File: src/rtl/nano_int_ctrl_n.sv
// N-channel external interrupt controller: synchronised edge/level capture, io-mapped
// MASK/PEND/POL/TRIG/STAT/EOI registers, fixed-priority arbitration and a single in-service FSM.
module nano_int_ctrl_n #(
    parameter int          N_CH        = 3,
    parameter int          SYNC_STAGES = 2,
    parameter logic [7:0]  BASE_ADD    = 8'h00
) (
    input  logic            CLK,
    input  logic            NRST,
    input  logic [7:0]      add,
    input  logic [7:0]      data_i,
    input  logic            we,
    output logic [7:0]      data_o,
    input  logic [N_CH-1:0] eint,
    input  logic            ack,
    output logic            irq,
    output logic [2:0]      irq_id,
    output logic [N_CH-1:0] int_vec
);

    typedef enum logic [1:0] {
        IDLE   = 2'b00,
        REQ    = 2'b01,
        BUSY   = 2'b10,
        UNUSED = 2'b11
    } state_t;

    logic [SYNC_STAGES-1:0][N_CH-1:0] sync_q, sync_d;
    logic [N_CH-1:0] prev_q, prev_d;
    logic [N_CH-1:0] mask_q, mask_d, pend_q, pend_d, pol_q, pol_d, trig_q, trig_d;
    state_t          state_q, state_d;
    logic            irq_q, irq_d;
    logic [2:0]      irq_id_q, irq_id_d;
    logic [N_CH-1:0] int_vec_q, int_vec_d;
    logic [7:0]      data_o_q, data_o_d;

    logic [7:0]      off;
    logic [N_CH-1:0] s, hit, cand, w1c, ack_clr;
    logic [2:0]      pri;
    logic            any_cand, eoi_wr;

    assign off      = add - BASE_ADD;
    assign s        = sync_q[SYNC_STAGES-1];
    // Normalise by POL so a single "0 -> 1" test covers both rising and falling edges.
    assign hit      = (s ^ pol_q) & ~(prev_q ^ pol_q);
    assign cand     = pend_q & mask_q;
    assign any_cand = |cand;
    assign w1c      = (we && off == 8'd1) ? data_i[N_CH-1:0] : '0;
    assign eoi_wr   = we && off == 8'd5;

    always_comb begin
        pri = 3'd0;
        for (int i = N_CH - 1; i >= 0; i--) begin
            if (cand[i]) pri = 3'(i);
        end
    end

    always_comb begin
        state_d = state_q;
        ack_clr = '0;
        case (state_q)
            IDLE: if (any_cand) state_d = REQ;
            REQ: begin
                if (!any_cand) begin
                    state_d = IDLE;
                end else if (ack) begin
                    state_d = BUSY;
                    for (int i = 0; i < N_CH; i++) begin
                        if (irq_id_q == 3'(i)) ack_clr[i] = 1'b1;
                    end
                end
            end
            BUSY:    if (eoi_wr) state_d = IDLE;
            default: state_d = IDLE;
        endcase
    end

    always_comb begin
        sync_d    = sync_q;
        sync_d[0] = eint;
        for (int i = 1; i < SYNC_STAGES; i++) sync_d[i] = sync_q[i-1];
        prev_d = s;
        mask_d = (we && off == 8'd0) ? data_i[N_CH-1:0] : mask_q;
        pol_d  = (we && off == 8'd2) ? data_i[N_CH-1:0] : pol_q;
        trig_d = (we && off == 8'd3) ? data_i[N_CH-1:0] : trig_q;
        // Level channels track the pin; edge channels latch, and a new hit beats any clear.
        for (int i = 0; i < N_CH; i++) begin
            if (trig_q[i]) pend_d[i] = s[i] ^ pol_q[i];
            else           pend_d[i] = (pend_q[i] & ~w1c[i] & ~ack_clr[i]) | hit[i];
        end
    end

    always_comb begin
        irq_d     = (state_d == REQ);
        irq_id_d  = 3'd0;
        int_vec_d = '0;
        if (state_d == REQ)       irq_id_d = pri;
        else if (state_d == BUSY) irq_id_d = irq_id_q;
        for (int i = 0; i < N_CH; i++) begin
            if (irq_d && irq_id_d == 3'(i)) int_vec_d[i] = 1'b1;
        end
        case (off)
            8'd0:    data_o_d = 8'(mask_q);
            8'd1:    data_o_d = 8'(pend_q);
            8'd2:    data_o_d = 8'(pol_q);
            8'd3:    data_o_d = 8'(trig_q);
            8'd4:    data_o_d = {irq_q, state_q, 2'b00, irq_id_q};
            default: data_o_d = 8'h00;
        endcase
    end

    always_ff @(posedge CLK) begin
        if (!NRST) begin
            sync_q    <= '0;
            prev_q    <= '0;
            mask_q    <= '0;
            pend_q    <= '0;
            pol_q     <= '0;
            trig_q    <= '0;
            state_q   <= IDLE;
            irq_q     <= 1'b0;
            irq_id_q  <= 3'd0;
            int_vec_q <= '0;
            data_o_q  <= 8'h00;
        end else begin
            sync_q    <= sync_d;
            prev_q    <= prev_d;
            mask_q    <= mask_d;
            pend_q    <= pend_d;
            pol_q     <= pol_d;
            trig_q    <= trig_d;
            state_q   <= state_d;
            irq_q     <= irq_d;
            irq_id_q  <= irq_id_d;
            int_vec_q <= int_vec_d;
            data_o_q  <= data_o_d;
        end
    end

    assign data_o  = data_o_q;
    assign irq     = irq_q;
    assign irq_id  = irq_id_q;
    assign int_vec = int_vec_q;

endmodule

File: config.mk
export PLATFORM = sky130hd
export DESIGN_NAME = nano_int_ctrl_n
export DESIGN_NICKNAME = d
export VERILOG_FILES = /design/src/rtl/nano_int_ctrl_n.sv
export SDC_FILE = /design/constraint.sdc
export NUM_CORES = 1
export LEC_CHECK = 0
export CAP_MARGIN = 0
export CORE_MARGIN = 3
export CORE_UTILIZATION = 25
export DETAILED_ROUTE_END_ITERATION = 8
export SLEW_MARGIN = 20
export SYNTH_ARGS = -nofsm -noshare
export SYNTH_HDL_FRONTEND = slang
export SYNTH_SLANG_ARGS = --single-unit
File: constraint.sdc
create_clock -name CLK -period 1.2 [get_ports CLK]
set_input_delay 0.24 -clock CLK [delete_from_list [all_inputs] [get_ports CLK]]
set_output_delay 0.24 -clock CLK [all_outputs]
set_load 0.1 [all_outputs]
Word level (Yosys, flattened, before mapping)
Index checks and enable logic that the tools add are counted.
{ "word_totals": {"register_bits": 38, "latch_bits": 0, "ram_bits": 0, "rom_bits": 0, "inputBits": 23, "out_inout_bits": 15, "elab_cells": 85, "memories": 0} }
{ "op_classes": {"add_sub_neg": 0, "multipliers": 0, "div": 0, "order_cmp": 0, "eq_ne": 13, "shifts": 0, "muxes": 24, "bitwise_logic": 23, "n_reduce_logical": 13} }
{ "ops": {"columns": ["operator", "n"], "rows": [
  ["one-hot mux 8 bit (5 select lines)", 1],
  ["two-way mux 3 bit", 8],
  ["equality test 8 x 2 -> 1 bit (second input constant)", 2],
  ["equality test 8 x 3 -> 1 bit (second input constant)", 2],
  ["two-way mux 2 bit", 5],
  ["two-way mux 1 bit", 9],
  ["equality test 8 x 1 -> 1 bit (second input constant)", 1],
  ["logical AND 1 bit", 8],
  ["zero test 8 bit", 1],
  ["AND 1 bit", 6],
  ["AND 3 bit", 2],
  ["equality test 3 x 1 -> 1 bit (second input constant)", 2],
  ["equality test 3 x 2 -> 1 bit (second input constant)", 2],
  ["zero test 3 bit", 2],
  ["inverter 1 bit", 6],
  ["one-hot mux 2 bit (3 select lines)", 1],
  ["XOR 3 bit", 2],
  ["equality test 2 x 1 -> 1 bit (second input constant)", 2],
  ["equality test 2 bit (second input constant)", 2],
  ["inverter 3 bit", 1],
  ["OR 1 bit", 3],
  ["OR reduction 3 bit", 1],
  ["XOR 1 bit", 3],
  ["zero test 2 bit", 1]
]} }

Depth between registers and ports, before layout
{ "depth": {"depth_word": 10, "mapped_depth": 5, "mapped_depth_nobuf": 4} }

Least setup slack after synthesis
Ideal clock, no wire load.
{ "synth_path": {"path_kind": "register to register", "start": "register irq_id_q[0], in the netlist irq_id[0]", "end": "register pend_q[1]", "setup_ns": 0.133, "arrival_ns": 1.464, "required_ns": 1.067, "path_slack_ns": -0.397, "path_stages_with_launch": 3, "n_path_buf": 0, "period_less_slack_ns": 1.597, "cell_sequence": "dfxtp_1 -> nor4bb_1 -> o32ai_1"} }
{ "synth_between": {"elab_chain_cells": 9} }
{ "synth_lines": {"columns": ["element", "line_no", "source"], "rows": [
  ["start, declared", "33", "logic [2:0] irq_id_q, irq_id_d;"],
  ["start signal, assigned", "134", "irq_id_q <= irq_id_d;"],
  ["equality test 3 x 1 -> 1 bit", "69", "if (irq_id_q == 3'(i)) ack_clr[i] = 1'b1;"],
  ["two-way mux 1 bit", "69", null],
  ["two-way mux 3 bit", "66", "end else if (ack) begin"],
  ["two-way mux 3 bit", "64", "if (!any_cand) begin"],
  ["two-way mux 3 bit", "61", "case (state_q)"],
  ["inverter 1 bit", "89", "else pend_d[i] = (pend_q[i] & ~w1c[i] & ~ack_clr[i]) | hit[i];"],
  ["AND 1 bit", "89", null],
  ["OR 1 bit", "89", null],
  ["two-way mux 1 bit", "88", "if (trig_q[i]) pend_d[i] = s[i] ^ pol_q[i];"],
  ["end signal, assigned", "129", "pend_q <= pend_d;"],
  ["end, declared", "30", "logic [N_CH-1:0] mask_q, mask_d, pend_q, pend_d, pol_q, pol_d, trig_q, trig_d;"]
]} }
Every way passes these cells.
A chain may end at the register's enable or synchronous reset.

Worst setup path in the final report
{ "layout_path": {"start": "input port ack", "end": "register pend_q[1]"} }
{ "layout_between": {"elab_chain_cells": 7} }
{ "layout_lines": {"columns": ["element", "line_no", "source"], "rows": [
  ["start, declared", "15", "input logic ack,"],
  ["two-way mux 3 bit", "66", null],
  ["two-way mux 3 bit", "64", null],
  ["two-way mux 3 bit", "61", null],
  ["inverter 1 bit", "89", null],
  ["AND 1 bit", "89", null],
  ["OR 1 bit", "89", null],
  ["two-way mux 1 bit", "88", null]
]} }
Every way passes these cells.

==> metrics.md <==
| Metric | Value |
|---|---|
| Grt met2 use | 18.8% |
| Ports | 38 |
| Drt wl/cell | 13.1 um |
| Delay-heaviest family, CP | simple AND/OR/NAND/NOR gates |
| Worst-Skew Late Latency | 0.29 ns |
| Largest net degree at the start of global routing | 20 |
| Core outline area | 5710 sq um |
| Grt met1 use | 13.5% |
| Maximum clock frequency | 741 MHz |
| DR iter-0 viols | 45 |
| Yosys warns | 0 |
| Cell Pwr Density | 964 nW/um^2 |
| Met3 Resource Use GR | 3.34% |
| GRT Total Usage | 11.2% |
| Ys async rst share | 0% |
| Num CTS Buffers | 5 |
| Synth Register Bits | 36 |
| Sequential share of the synthesized area | 47.2% |
| Antenna Nets Post-Route | 0 |
| Hold Violations, Final | 0 |
| Die area | 7080 sq um |
| DIE HEIGHT | 84.2 um |
| Top-area cell type share of the netlist area | 47.2% |
| Buffers & Inverters on Critical Path | 1 |
| Vias per cell | 4.67 |
| Mapped cell area | 1530 sq um |
| Port buffer count | 30 |
| Post-synth EDFFs | 0 |
| Fin util | 42.7% |
| Placer Congestion | 0.788 |
| Outcome | finished, violations left |
| VDD IR max | 0.537 mV |
| Site Rows | 27 |
| Post-DP HPWL | 2.97 mm |
| GRT busiest layer | met2 |
| Top FF cell, synth | dfxtp_1 |
| Initial antenna violation count | 0 |
| Max-cap violations | 0 |
| Critical path required time | 1.36 ns |
| Max clock buf depth | 2 |
| Final Critical Period | 1.35 ns |
| Clock Skew | 0.00836 ns |
| Cell variety after synth | 41 |
| Die extent in x | 84.2 um |
| DR vias | 1378 |
| Area leader, netlist | dfxtp_1 |
| Final-layout fill cell count | 558 |
| Share of layout cells above drive strength 1 | 39.5% |
| CP Data Arrival Time | 1.51 ns |
| Leakage Power | 0.960 nW |
| CTS sink cnt | 36 |
| Type of origin of the critical path | input pin |
| Crit path kind | input pin to register |
| Ant diodes | 0 |
| Max Transition Viols Final | 0 |
| DRC | 0 |
| GR Overflow Total | 0 |
| Worst Path Max Fanout | 4 |
| CP Cell Sequence | clkdlybuf4s50_1 > nand3b_1 > nor2_2 > nor4bb_2 > o32ai_1 |
| CTS tree | done |
| Final setup vio count | 11 |
| WL final | 3.86 mm |
| Violated checks | negative setup slack |
| Vias in the first global route | 1324 |
| Area of the multi-input gates | 811 sq um |
| Sequential standard cell area | 736 sq um |
| Slowest stage cell on the critical path | clkdlybuf4s50_1 |
| Hold crit path type | input pin to register |
| Final net count | 245 |
| CTS root buffer | clkbuf_8 |
| Clock transition at path regs | 0.07 ns |
| Post-route worst setup slack | -0.150 ns |
| Initial core utilization | 26.8% |
| Tcrit/Tclk final | 112% |
| Dpl ws | -0.540 ns |
| Cells after Synth | 155 |
| Hold Buf Count CTS | 0 |
| Dpl cells | 285 |
| Delay of the slowest critical-path stage | 0.51 ns |
| Syn_area_per_cell | 9.86 sq um |
| Drt pass-1 iters | 4 |
| RSZ-0062 raised after global routing | true |
| Layout Cells excl Fill | 295 |
| Synth area leaders | dfxtp_1, and2_1, nand2_1 |
| Clock H-tree levels | 2 |
| Setup crit end kind | register |
| Area delta synth->final | 59.5% |
| First-pass GRT wire length | 6.33 mm |
| PnR Total Power | 2.35 mW |
cell usage after synthesis (2+ instances only):
library cell	instances
nand2_1	14
xnor2_1	5
nor3_1	2
clkbuf_1	3
nand4_1	7
dfxtp_1	36
nor2b_1	2
o32ai_1	2
o21ai_1	5
nor4bb_1	2
nand3b_1	2
a31oi_1	2
and4_1	3
nor2_1	12
inv_1	2
buf_2	2
buf_4	2
nand2b_1	2
nand3_1	9
mux4_2	2
mux2i_1	4
and2_1	10
nor2_2	2
a21oi_1	6
through the flow:
stage	TNS, ns	hold slack, ns	area [sq um]
after floorplan	-0.488	0.367	1550
after global placement	-12.65	0.415	2280
after detailed placement	-13.18	0.420	2280
after CTS	-0.765	0.437	2410
after global routing	-2.08	0.392	2440
final	-1.01	0.364	2440
tightest hold or removal path, delay by kind of cell:
kind / cells / cell delay, ns
AND/OR/NAND/NOR: 2 / 0.08
buffers and inverters: 2 / 0.27
registers in the layout, indices dropped and copies added (netlist names):
signal   cells
data_o       6
trig_q       3
int_vec      3
pend_q       3
sync_d       3
prev_q       3
mask_q       3
irq          1
pol_q        3
state_q      2
prev_d       3
irq_id       3
where the power goes:
group | switching [mW] | internal, mW | total [mW] | leakage, nW
Sequential | 0.0103 | 1.21 | 1.22 | 0.297
Combinational | 0.118 | 0.118 | 0.236 | 0.619
Clock | 0.424 | 0.466 | 0.890 | 0.0445
Total | 0.552 | 1.80 | 2.35 | 0.960
worst paths after layout:
path / from / to / slack, ns / cells past startpoint
max: ack / pend_q[1] / -0.15 / 5
min: add[2] / data_o[6] / 0.36 / 4
max reg2reg: mask_q[2] / irq_id[1] / -0.14 / 6
min reg2reg: sync_d[5] / prev_d[2] / 0.44 / 1
routing by layer:
layer	wire, um	share of wire, %
met1	1630	42
met2	1920	50
met3	233	6.0
met4	70	1.8
met5	0	0
final cells by class:
type	instances	area share (%)
Multi-Input combinational cell	111	33.3
Sequential cell	36	30.2
Timing Repair Buffer	66	28.7
Tap cell	72	3.70
Clock buffer	7	3.54
Clock inverter	1	0.308
Inverter	2	0.308
kinds of logic after synthesis:
group           synth area share, %
simple gates                   30.3
flops                          47.2
compound gates                 8.68
buf+inv                        2.87
mux                            7.29
xor+xnor                       3.44
other cells                   0.245
cell usage in the layout (no fill, tap or decap), types with 3 or more instances in the layout:
master | Yosys | routed
buf_4 | 2 | 31
dfxtp_1 | 36 | 26
nand2_1 | 14 | 14
buf_12 | 0 | 13
nor2_1 | 12 | 11
nand3_1 | 9 | 9
and2_1 | 10 | 9
dfxtp_2 | 0 | 9
clkdlybuf4s50_1 | 0 | 8
nand4_1 | 7 | 7
clkbuf_8 | 0 | 6
xnor2_1 | 5 | 5
dlygate4sd2_1 | 0 | 5
buf_6 | 0 | 5
mux2i_1 | 4 | 4
o21ai_1 | 5 | 4
nor2_2 | 2 | 3
a21oi_2 | 0 | 3
a21oi_1 | 6 | 3
and4_1 | 3 | 3
mux4_2 | 2 | 3
clkbuf_2 | 0 | 3
timing repair:
action,in CTS,in global routing
setup endpoints to repair,25,25
pin swaps,5,8
gates resized for setup,22,16
setup buffers,2,1
Power figures use the tool's default switching activity.
